--- src/rtl/hdr_exposure_sequencer.sv ---
// hdr_exposure_sequencer
// Runs a three-exposure HDR burst (or a single capture) in the p_clk domain:
// programs each exposure through the SCCB writer with a req/ack handshake,
// discards settling frames, records the DDR slot of each exposed frame and
// pulses proc_start once every frame of the burst is complete.
module hdr_exposure_sequencer #(
  parameter logic [15:0] EXP0        = 16'h0040,
  parameter logic [15:0] EXP1        = 16'h0100,
  parameter logic [15:0] EXP2        = 16'h0400,
  parameter logic [15:0] EXP_DEF     = 16'h0100,
  parameter int unsigned SKIP_FRAMES = 0,
  parameter logic [19:0] ACK_TIMEOUT = 20'hFFFFF
) (
  input  logic        p_clk,
  input  logic        rst_n,
  input  logic        start,
  input  logic        hdr_en,
  input  logic        frame_done,
  input  logic [2:0]  last_frame,
  output logic        exp_req,
  output logic [15:0] exp_val,
  input  logic        exp_ack,
  output logic        busy,
  output logic        proc_start,
  output logic [2:0]  slot0,
  output logic [2:0]  slot1,
  output logic [2:0]  slot2,
  output logic        err_timeout,
  output logic        err_overrun
);

  localparam logic [2:0] ST_IDLE    = 3'd0;
  localparam logic [2:0] ST_SET_EXP = 3'd1;
  localparam logic [2:0] ST_SKIP    = 3'd2;
  localparam logic [2:0] ST_ARM     = 3'd3;
  localparam logic [2:0] ST_HOLD    = 3'd4;
  localparam logic [2:0] ST_RESTORE = 3'd5;

  localparam logic [1:0] SKIP_TGT = SKIP_FRAMES[1:0];

  logic [2:0]  state_q, state_d;
  logic [1:0]  idx_q, idx_d;
  logic        hdr_q, hdr_d;
  logic [1:0]  skip_q, skip_d;
  logic [19:0] tmo_q, tmo_d;
  logic [2:0]  ovr_q, ovr_d;
  logic        ovr_on_q, ovr_on_d;
  logic        exp_req_q, exp_req_d;
  logic [15:0] exp_val_q, exp_val_d;
  logic        busy_q, busy_d;
  logic        proc_q, proc_d;
  logic [2:0]  slot0_q, slot0_d;
  logic [2:0]  slot1_q, slot1_d;
  logic [2:0]  slot2_q, slot2_d;
  logic        err_to_q, err_to_d;
  logic        err_ov_q, err_ov_d;

  // Next-state logic; outputs are derived from the next state so they register cleanly.
  always_comb begin
    state_d   = state_q;
    idx_d     = idx_q;
    hdr_d     = hdr_q;
    skip_d    = skip_q;
    tmo_d     = tmo_q;
    ovr_d     = ovr_q;
    ovr_on_d  = ovr_on_q;
    exp_val_d = exp_val_q;
    proc_d    = 1'b0;
    slot0_d   = slot0_q;
    slot1_d   = slot1_q;
    slot2_d   = slot2_q;
    err_to_d  = err_to_q;
    err_ov_d  = err_ov_q;

    case (state_q)
      ST_IDLE: begin
        if (start) begin
          err_to_d = 1'b0;
          err_ov_d = 1'b0;
          idx_d    = 2'd0;
          hdr_d    = hdr_en;
          ovr_on_d = 1'b0;
          ovr_d    = '0;
          state_d  = hdr_en ? ST_SET_EXP : ST_ARM;
        end
      end
      ST_SET_EXP: begin
        if (exp_ack) begin
          skip_d  = '0;
          state_d = ST_SKIP;
        end else if (tmo_q == ACK_TIMEOUT - 20'd1) begin
          err_to_d = 1'b1;
          ovr_on_d = 1'b0;
          state_d  = ST_IDLE;
        end else begin
          tmo_d = tmo_q + 20'd1;
        end
      end
      ST_SKIP: begin
        // A frame_done in the cycle the target is already met is not a settling frame.
        if (skip_q == SKIP_TGT) begin
          state_d = ST_ARM;
        end else if (frame_done && skip_q != 2'd3) begin
          skip_d = skip_q + 2'd1;
        end
      end
      ST_ARM: begin
        if (frame_done) begin
          case (idx_q)
            2'd0: begin
              slot0_d  = last_frame;
              ovr_on_d = 1'b1;
            end
            2'd1:    slot1_d = last_frame;
            default: slot2_d = last_frame;
          endcase
          state_d = ST_HOLD;
        end
      end
      ST_HOLD: begin
        if (frame_done) begin
          if (!hdr_q) begin
            proc_d   = 1'b1;
            ovr_on_d = 1'b0;
            state_d  = ST_IDLE;
          end else if (idx_q != 2'd2) begin
            idx_d   = idx_q + 2'd1;
            state_d = ST_SET_EXP;
          end else begin
            proc_d   = 1'b1;
            ovr_on_d = 1'b0;
            state_d  = ST_RESTORE;
          end
        end
      end
      ST_RESTORE: begin
        if (exp_ack) begin
          state_d = ST_IDLE;
        end else if (tmo_q == ACK_TIMEOUT - 20'd1) begin
          err_to_d = 1'b1;
          state_d  = ST_IDLE;
        end else begin
          tmo_d = tmo_q + 20'd1;
        end
      end
      default: state_d = ST_IDLE;
    endcase

    // The overrun watch uses the registered enable, so the slot0 pulse itself is
    // not counted while the final HOLD pulse still is.
    if (ovr_on_q && frame_done) begin
      if (ovr_q != 3'd7) ovr_d = ovr_q + 3'd1;
      if (ovr_q == 3'd5) err_ov_d = 1'b1;
    end

    if (state_d != state_q) tmo_d = '0;

    if (state_d == ST_SET_EXP) begin
      case (idx_d)
        2'd0:    exp_val_d = EXP0;
        2'd1:    exp_val_d = EXP1;
        default: exp_val_d = EXP2;
      endcase
    end else if (state_d == ST_RESTORE) begin
      exp_val_d = EXP_DEF;
    end

    exp_req_d = (state_d == ST_SET_EXP) || (state_d == ST_RESTORE);
    busy_d    = (state_d != ST_IDLE);
  end

  // State and registered outputs; reset aborts any burst immediately.
  always_ff @(posedge p_clk or negedge rst_n) begin
    if (!rst_n) begin
      state_q   <= ST_IDLE;
      idx_q     <= '0;
      hdr_q     <= 1'b0;
      skip_q    <= '0;
      tmo_q     <= '0;
      ovr_q     <= '0;
      ovr_on_q  <= 1'b0;
      exp_req_q <= 1'b0;
      exp_val_q <= '0;
      busy_q    <= 1'b0;
      proc_q    <= 1'b0;
      slot0_q   <= '0;
      slot1_q   <= '0;
      slot2_q   <= '0;
      err_to_q  <= 1'b0;
      err_ov_q  <= 1'b0;
    end else begin
      state_q   <= state_d;
      idx_q     <= idx_d;
      hdr_q     <= hdr_d;
      skip_q    <= skip_d;
      tmo_q     <= tmo_d;
      ovr_q     <= ovr_d;
      ovr_on_q  <= ovr_on_d;
      exp_req_q <= exp_req_d;
      exp_val_q <= exp_val_d;
      busy_q    <= busy_d;
      proc_q    <= proc_d;
      slot0_q   <= slot0_d;
      slot1_q   <= slot1_d;
      slot2_q   <= slot2_d;
      err_to_q  <= err_to_d;
      err_ov_q  <= err_ov_d;
    end
  end

  assign exp_req     = exp_req_q;
  assign exp_val     = exp_val_q;
  assign busy        = busy_q;
  assign proc_start  = proc_q;
  assign slot0       = slot0_q;
  assign slot1       = slot1_q;
  assign slot2       = slot2_q;
  assign err_timeout = err_to_q;
  assign err_overrun = err_ov_q;

endmodule

--- config.mk ---
export PLATFORM = sky130hd
export DESIGN_NAME = hdr_exposure_sequencer
export DESIGN_NICKNAME = d
export VERILOG_FILES = /design/src/rtl/hdr_exposure_sequencer.sv
export SDC_FILE = /design/constraint.sdc
export NUM_CORES = 1
export LEC_CHECK = 0
export CORE_MARGIN = 2
export CORE_UTILIZATION = 50
export CTS_CLUSTER_SIZE = 24
export DETAILED_ROUTE_END_ITERATION = 10
export PLACE_DENSITY = 0.74
export SLEW_MARGIN = 30
export SYNTH_ARGS = -nofsm -noshare
export SYNTH_HDL_FRONTEND = slang
export SYNTH_SLANG_ARGS = --single-unit
--- constraint.sdc ---
create_clock -name p_clk -period 3.5 [get_ports p_clk]
set_clock_uncertainty 0.15 [all_clocks]
set_input_delay 0.35 -clock p_clk [delete_from_list [all_inputs] [get_ports p_clk]]
set_output_delay 0.35 -clock p_clk [all_outputs]
set_load 0.005 [all_outputs]
Word-level counts from Yosys, hierarchy flattened:

Cells that the tools add are included.

* word-level logic and storage cells: 124
* bits in registers: 62

* reduce and logical (&&, ||, !) cells: 23
* add/subtract/negate cells: 4
* muxes and demuxes: 51
* bitwise logic cells: 1
* eq/ne operators: 29

Operators with widths (number)
* 20-bit 2-to-1 mux: 4
* 3-bit 2-to-1 mux: 13
* 16-bit 2-to-1 mux: 2
* 2-bit != test, second input constant: 12
* 11-bit one-hot mux with 2 select lines: 1
* 20-bit by 1-bit adder with 20-bit output, second input constant: 1
* 20-bit equality test, second input constant: 1
* 1-bit 2-to-1 mux: 18
* 3-bit one-hot mux with 6 select lines: 1
* 2-bit 2-to-1 mux: 8
* 3-bit equality test, second input constant: 4
* 3-bit AND reduction: 4
* 2-bit one-hot mux with 2 select lines: 2
* 4-bit AND reduction: 2
* 8-bit AND reduction: 1
* 2-bit nonzero test: 4
* 3-bit by 1-bit equality test with 1-bit output, second input constant: 2
* 3-bit by 2-bit equality test with 1-bit output, second input constant: 2
* 2-bit logical NOT: 3
* 2-bit by 1-bit != test with 1-bit output, second input constant: 3
* 3-bit != test, second input constant: 2
* 2-bit by 1-bit adder with 2-bit output, second input constant: 2
* 2-bit by 1-bit equality test with 1-bit output, second input constant: 2
* 1-bit one-hot mux with 4 select lines: 1
* other kinds (11): 13

Logic depth before layout (Yosys ltp):

Gate-level depths: netlist of the first run.

* depth in word-level cells: 8
* depth in mapped cells: 8
* mapped depth without buffers: 7

Worst setup path before layout of the first run:

Ideal clock, no wire load.

* kind: reg2reg
* start: reg state_q[1]
* end: reg exp_val_q[8] (netlist: exp_val[8])
* setup time: 0.125 ns
* data required time: 3.225 ns
* clock period less this slack: 2.074 ns
* arrival: 1.799 ns
* stages on the path, launching flop included: 8
* slack: 1.426 ns
* cells stage by stage: dfrtp_1 -> buf_6 -> or4b_4 -> buf_6 -> nand2_4 -> o32ai_1 -> or3_1 -> mux2_4

* longest elaborated chain between the ends: 5

RTL lines
* start, declared: RTL line 41 `logic [2:0] state_q, state_d;`
* start signal, assigned: RTL line 192 `state_q <= state_d;`
* 3-bit equality test, or another cell as far along: RTL line 75 `case (state_q)`
* 2-bit one-hot mux with 2 select lines, or another cell as far along: RTL line 75
* 2-bit by 1-bit equality test with 1-bit output, or another cell as far along: RTL line 159 `case (idx_d)`
* 11-bit one-hot mux with 2 select lines, or another cell as far along: RTL line 159
* 16-bit 2-to-1 mux or 2-bit nonzero test (tied branches)
* end signal, assigned: RTL line 200 `exp_val_q <= exp_val_d;`
* end, declared: RTL line 49 `logic [15:0] exp_val_q, exp_val_d;`

Several ways; a longest one is shown, not always the timed one.
A chain may end at the register's enable or synchronous reset.

Worst setup path in the final report of the first run:

* start: reg state_q[0]
* end: reg exp_val_q[10] (netlist: exp_val[10])

Same word-level chain as after synthesis.

==> results.sh, run 1 <==
export IMPL_clk_latency_ps=300
export IMPL_port_buffers=25
export IMPL_peakVddDrop_mv=0.365
export IMPL_setup_viol=0
export IMPL_rsz0062_at_grt="no"
export IMPL_cp_cell_sequence="or4b_4 > o311ai_0 > a21o_1 > mux2_1"
export IMPL_die_x_um=79
export IMPL_final_util=0.579
export IMPL_area_growth_pct=12.7
export IMPL_track_usage=0.197
export IMPL_core_area_mm2=0.00547
export IMPL_fmax_mhz=437
export IMPL_ctsHtreeMaxLevel=2
export IMPL_required_ps=3530
export IMPL_gp_congestion=0.849
export IMPL_synth_seq_cells=49
export IMPL_cpPeakStageDelay_ps=670
export IMPL_nFillCells=477
export IMPL_synthArstFlopShare=1.00
export IMPL_wire_per_inst_um=14.6
export IMPL_wl_um=5610
export IMPL_max_cap_viol_count=0
export IMPL_dp_cells=375
export IMPL_fin_area_mm2=0.00317
export IMPL_crit_fanout=17
export IMPL_vias=2125
export IMPL_worst_pin_slew_ps=608
export IMPL_grt_pass1_vias=2050
export IMPL_ant_nets=0
export IMPL_startpoint_type="flop"
export IMPL_hp_class="flop to flop"
export IMPL_fp_row_count=27
export IMPL_hpwl_um=3940
export IMPL_grt_pass1_wl_um=9660
export IMPL_hold_violations=0
export IMPL_io_pins=39
export IMPL_crit_slowest_cell="or4b_4"
export IMPL_synth_edff_count=0
export IMPL_p_leak_uw=0.00142
export IMPL_clkSlewWorstSetupHoldPaths_ps=90
export IMPL_path_class="flop to flop"
export IMPL_netlist_instances=287
export IMPL_grt_max_degree=50
export IMPL_vias_per_cell=5.55
export IMPL_syn_area_per_cell_um2=9.80
export IMPL_cts_tree="yes"
export IMPL_drive_gt1_frac=0.106
export IMPL_overflow=0
export IMPL_critPathCaptureType="flop"
export IMPL_fin_tns_setup_ps=0
export IMPL_synth_area_mm2=0.00281
export IMPL_die_area_mm2=0.00624
export IMPL_die_height_um=79
export IMPL_cts_buffers=5
export IMPL_finalNetCount=330
export IMPL_clockRootBuffer="clkbuf_8"
export IMPL_power_density_mw_per_mm2=661
export IMPL_diodes=0
export IMPL_antenna_found_initial=0
export IMPL_cts_sinks=49
export IMPL_cts_buffer_depth=2
export IMPL_cp_arrival_ps=2320
export IMPL_yosysUniqueCellTypes=59
export IMPL_synth_ff_type="dfrtp_1"
export IMPL_first_iter_violations=247
export IMPL_slew_headroom=0.595
export IMPL_status="complete, no violations"
export IMPL_placed_cell_area_mm2=0.00306
export IMPL_drc=0
export IMPL_ys_seq_area_frac=0.436
export IMPL_slew_violations=0
export IMPL_min_period_ps=2290
export IMPL_final_cells=383
export IMPL_start_util=0.514
export IMPL_period_share=0.654
export IMPL_drt_pass1_iter_count=5
export IMPL_yosys_warnings=0
[power by group]
| part | switching (µW) | leakage [µW] | internal (µW) |
|---|---|---|---|
| Sequential | 154 | 0.000649 | 698 |
| Combinational | 429 | 0.000720 | 422 |
| Clock | 184 | 0.0000540 | 208 |
| Total | 767 | 0.00142 | 1330 |
[state kept, by name, summed over array words and instances (netlist names)]
register     flops
slot0            3
err_timeout      1
err_overrun      1
hdr_q            1
ovr_on_q         1
exp_req          1
exp_val          3
skip_q           2
ovr_q            3
slot2            3
state_q          3
tmo_q           20
idx_q            2
slot1            3
busy             1
proc_start       1
[stage by stage]
step	hold WS (ps)	total power [µW]	setup slack (ps)
6_report	346	2090	1210
4_1_cts	346	2110	1210
2_1_floorplan	-95.6	1420	1430
3_5_place_dp	261	1710	1020
3_3_place_gp	316	1690	1090
5_1_grt	361	2250	1130
[cell usage in the layout, fill, tap and decap left out, drive strengths merged, types with 5 or more instances in the layout]
cell,netlist,layout
dfrtp,49,49
a31oi,9,9
nor2,12,12
conb,1,13
nor3,8,8
nand2b,7,7
nand2,29,29
nand3,13,13
or3,6,6
a21oi,10,10
a21o,9,9
ha,10,10
inv,15,15
clkbuf,5,5
mux2,13,13
nand4,7,7
clkdlybuf4s50,0,24
o21ai,17,17
[cell type report]
| type | count | area (µm²) | area share |
|---|---|---|---|
| Clock buffer | 5 | 68.8 | 0.0217 |
| Inverter | 15 | 56.3 | 0.0178 |
| Clock inverter | 2 | 35.0 | 0.0111 |
| Multi-Input combinational cell | 212 | 1420 | 0.448 |
| Tap cell | 72 | 90.1 | 0.0284 |
| Timing Repair Buffer | 28 | 273 | 0.0861 |
| Sequential cell | 49 | 1230 | 0.387 |
[synth_stat cells (all sizes together) (2+ instances only)]
cell type,count,share of area
a31oi,9,0.020
nor3b,4,0.011
nand2b,7,0.016
a21boi,2,0.0053
mux2,13,0.053
nand2,29,0.041
ha,10,0.044
and2,2,0.0049
buf,18,0.048
nor4,2,0.0098
or4,2,0.0053
nor3,8,0.018
o2bb2ai,2,0.0062
a21oi,10,0.019
o21ai,17,0.030
nand3,13,0.023
nor2,12,0.016
mux2i,4,0.014
or2,3,0.0067
nand4,7,0.018
and4,3,0.0093
xor2,3,0.0093
or3b,2,0.0062
and3,3,0.0067
clkbuf,5,0.0071
inv,15,0.020
a21o,9,0.024
or3,6,0.013
dfrtp,49,0.44
[kinds of logic (layout without fill, tap and decap cells)]
kind of cell / count (synthesis) / count (layout) / share of synthesized area
xor+xnor: 3 / 3 / 0.00934
compound gates: 61 / 61 / 0.142
other cells: 1 / 13 / 0.00133
buf+inv: 38 / 50 / 0.0752
mux: 17 / 17 / 0.0676
flops: 49 / 49 / 0.436
simple gates: 108 / 108 / 0.224
fa+ha+maj: 10 / 10 / 0.0445
[layer usage]
| metal | GRT usage | up-vias | part of all wire |
|---|---|---|---|
| li1 | - | 1052 | - |
| met1 | 0.291 | 998 | 0.49 |
| met2 | 0.297 | 66 | 0.45 |
| met3 | 0.0364 | 9 | 0.045 |
| met4 | 0.0586 | 0 | 0.012 |
| met5 | 0 | - | 0 |
[worst max-delay path: cells and delay by family, from the launching register on]
family	cells	cell delay (ps)
multiplexers	1	360
AND/OR/NAND/NOR	1	670
AO/OA/AOI/OAI	2	410
flip-flops	1	570
[worst paths after layout]
kind / startpoint / cells after the start / endpoint / slack, ps
worst max-delay path: state_q[0] / 4 / exp_val[10] / 1210
worst min-delay path: tmo_q[19] / 1 / tmo_q[19] / 350
worst max register to register: state_q[0] / 4 / exp_val[10] / 1210
worst min register to register: tmo_q[19] / 1 / tmo_q[19] / 350
max in group asynchronous: rst_n / 2 / tmo_q[18] / 2320
min in group asynchronous: rst_n / 2 / proc_start / 470
[timing repair]
action / CTS / global route
gates resized for setup: 0 / 0
hold buffers: 1 / 0
setup buffers: 0 / 0
endpoints found under the hold margin: 49 / 0
Power figures use the tool's default switching activity.
==> run 2, diff against run 1 <==
Settings changed: CORE_UTILIZATION 50 to 49, PLACE_DENSITY 0.74 to 0.76.
Clock period 3.5 ns to 1.85 ns, I/O delays scaled along.
==> run 2 against run 1 <==
Sequential share of layout area down 8.6 points. Sequential power up 81%. Worst setup slack got worse by 1400 ps. Wire length increased by 44%. The flow now finishes with violations (setup timing). Final cell count up 18%. Highest routed layer unchanged. Sequential cell count unchanged. First-iteration DRC count fell by 10%. Clock power up 100%.
==> results.sh, run 2 (synthesis gave the netlist of run 1 again) <==
export IMPL_critPathCaptureType="flop"
export IMPL_cp_cell_sequence="or4b_4 > nand2_4 > o32ai_1 > or3_1 > mux2_4"
export IMPL_status="complete, but fails checks"
export IMPL_mostFrequentLayoutCells="buf_4 (54), dfrtp_1 (47), nand2_1 (24), clkdlybuf4s50_1 (24), inv_1 (14)"
export IMPL_fp_row_count=27
export IMPL_grt_pass1_wl_um=12000
export IMPL_vias_per_cell=5.91
export IMPL_first_iter_violations=222
export IMPL_cts_tree="yes"
export IMPL_crit_slowest_cell="or4b_4"
export IMPL_cts_buffer_depth=2
export IMPL_layout_commonest_cell="buf_4"
export IMPL_start_util=0.508
export IMPL_nFillCells=351
export IMPL_largest_register_ff_count=20
export IMPL_gp_congestion=0.903
export IMPL_overflow=0
export IMPL_max_cap_viol_count=0
export IMPL_pwr_share_seq=0.288
export IMPL_clk_latency_ps=310
export IMPL_power_switching_uw=1990
export IMPL_cp_num_buf_inv=0
export IMPL_cp_arrival_ps=2110
export IMPL_p_total_uw=5330
export IMPL_peakVddDrop_mv=0.749
export IMPL_power_share_combinational=0.562
export IMPL_clkSlewWorstSetupHoldPaths_ps=90
export IMPL_finalWorstSetupSlack_ps=-214
export IMPL_violations="setup timing"
export IMPL_wire_per_inst_um=17.9
export IMPL_cpPeakStageDelay_ps=590
export IMPL_switching_share=0.374
export IMPL_dp_cells=432
export IMPL_vias=2667
export IMPL_ant_nets=0
export IMPL_die_area_mm2=0.00636
export IMPL_power_density_mw_per_mm2=1300
export IMPL_hold_violations=0
export IMPL_io_pins=39
export IMPL_rr_endpoint="exp_val[8]"
export IMPL_die_height_um=79.8
export IMPL_crit_family="simple AND/OR/NAND/NOR gates"
export IMPL_wl_um=8080
export IMPL_drt_pass1_iter_count=5
export IMPL_clockPowerShare=0.149
export IMPL_area_growth_pct=45.2
export IMPL_whs_ps=151
export IMPL_diodes=0
export IMPL_port_buffers=25
export IMPL_final_cells=451
export IMPL_fmax_mhz=485
export IMPL_placed_cell_area_mm2=0.00351
export IMPL_ctsHtreeMaxLevel=2
export IMPL_setup_viol=30
export IMPL_min_period_ps=2060
export IMPL_die_x_um=79.8
export IMPL_core_area_mm2=0.00554
export IMPL_r2r_slack_ps=-210
export IMPL_drc=0
export IMPL_grt_max_degree=39
export IMPL_r2r_cells=5
export IMPL_path_class="flop to flop"
export IMPL_p_leak_uw=0.00187
export IMPL_fin_area_mm2=0.00408
export IMPL_cts_sinks=49
export IMPL_clockRootBuffer="clkbuf_8"
export IMPL_cts_buffers=5
export IMPL_period_share=1.12
export IMPL_track_usage=0.244
export IMPL_rsz0062_at_grt="yes"
export IMPL_regMostFlops="tmo_q"
export IMPL_p_int_uw=3340
export IMPL_antenna_found_initial=0
export IMPL_grt_pass1_vias=2500
export IMPL_crit_fanout=6
export IMPL_hp_class="input pin to async pin"
export IMPL_startpoint_type="flop"
export IMPL_r2r_start="state_q[0]"
export IMPL_finalNetCount=397
export IMPL_required_ps=1900
export IMPL_slew_violations=0
export IMPL_hpwl_um=4850
export IMPL_drive_gt1_frac=0.377
-- run 2: changes by cell type in the layout (fill, tap and decap cells not counted), sizes merged --
cell    change
buf        +65
bufbuf      +1
clkbuf      +3
clkinv      -1
-- run 2: metrics by stage --
stage               utilization  setup slack [ps]  setup TNS [ps]
detailed placement        0.634              -361           -7400
global route              0.737              -244           -5310
floorplan                     -              -173            -635
CTS                       0.690              -194           -2910
finish                    0.737              -214           -3520
global placement          0.634              -327           -6520
-- run 2: repair_timing --
action	CTS	global route
gates cloned	3	1
endpoints found under the hold margin	49	0
resized for setup	32	46
buffers inserted	0	6
hold buffers	1	0
endpoints found under the setup margin	37	41
pin swaps	4	12
-- run 2: layout make-up --
cell class | instances | area [µm²] | share of cell area
well taps | 72 | 90.1 | 0.0221
repair buffers | 95 | 916 | 0.224
inverters | 15 | 56.3 | 0.0138
multi-input cells | 212 | 1680 | 0.411
clock buffers | 7 | 86.3 | 0.0211
flip-flops and latches | 49 | 1230 | 0.301
clock inverters | 1 | 30.0 | 0.00735
-- run 2: how the worst max path moves through the flow --
stage	startpoint	to	slack (ps)	depth (start not counted)
2_1_floorplan	state_q[1]	exp_val[8]	-170	7
3_3_place_gp	start	exp_val[6]	-330	5
6_report	state_q[0]	exp_val[8]	-210	5
5_1_grt	state_q[1]	busy	-240	5
4_1_cts	state_q[1]	exp_val[8]	-190	5
3_5_place_dp	start	exp_val[10]	-360	5
-- run 2: per-layer routing --
layer  part of all wire  wire length, µm  track usage  up-vias
met5                  0                0            0        -
met4              0.028              225        0.100        0
met3              0.068              548       0.0419       27
met2               0.50             4010        0.417      139
met1               0.41             3290        0.307     1306
li1                   -                -            -     1195
-- run 2: worst reg2reg max path, delay by kind of cell, from the launching register on --
family	cells	cell delay, ps
AOI/OAI and AO/OA	1	70
DFF	1	470
muxes	1	260
and+or+nand+nor	3	1000
-- run 2: power by group through the flow --
| stage | sequential (µW) | combinational, µW | clock [µW] |
|---|---|---|---|
| 6_report | 1540 | 2990 | 796 |
| 5_1_grt | 1560 | 3190 | 837 |
| 4_1_cts | 1510 | 2510 | 805 |
| 3_5_place_dp | 1520 | 2140 | 0 |
| 3_3_place_gp | 1510 | 2070 | 0 |
| 2_1_floorplan | 1520 | 1190 | 0 |
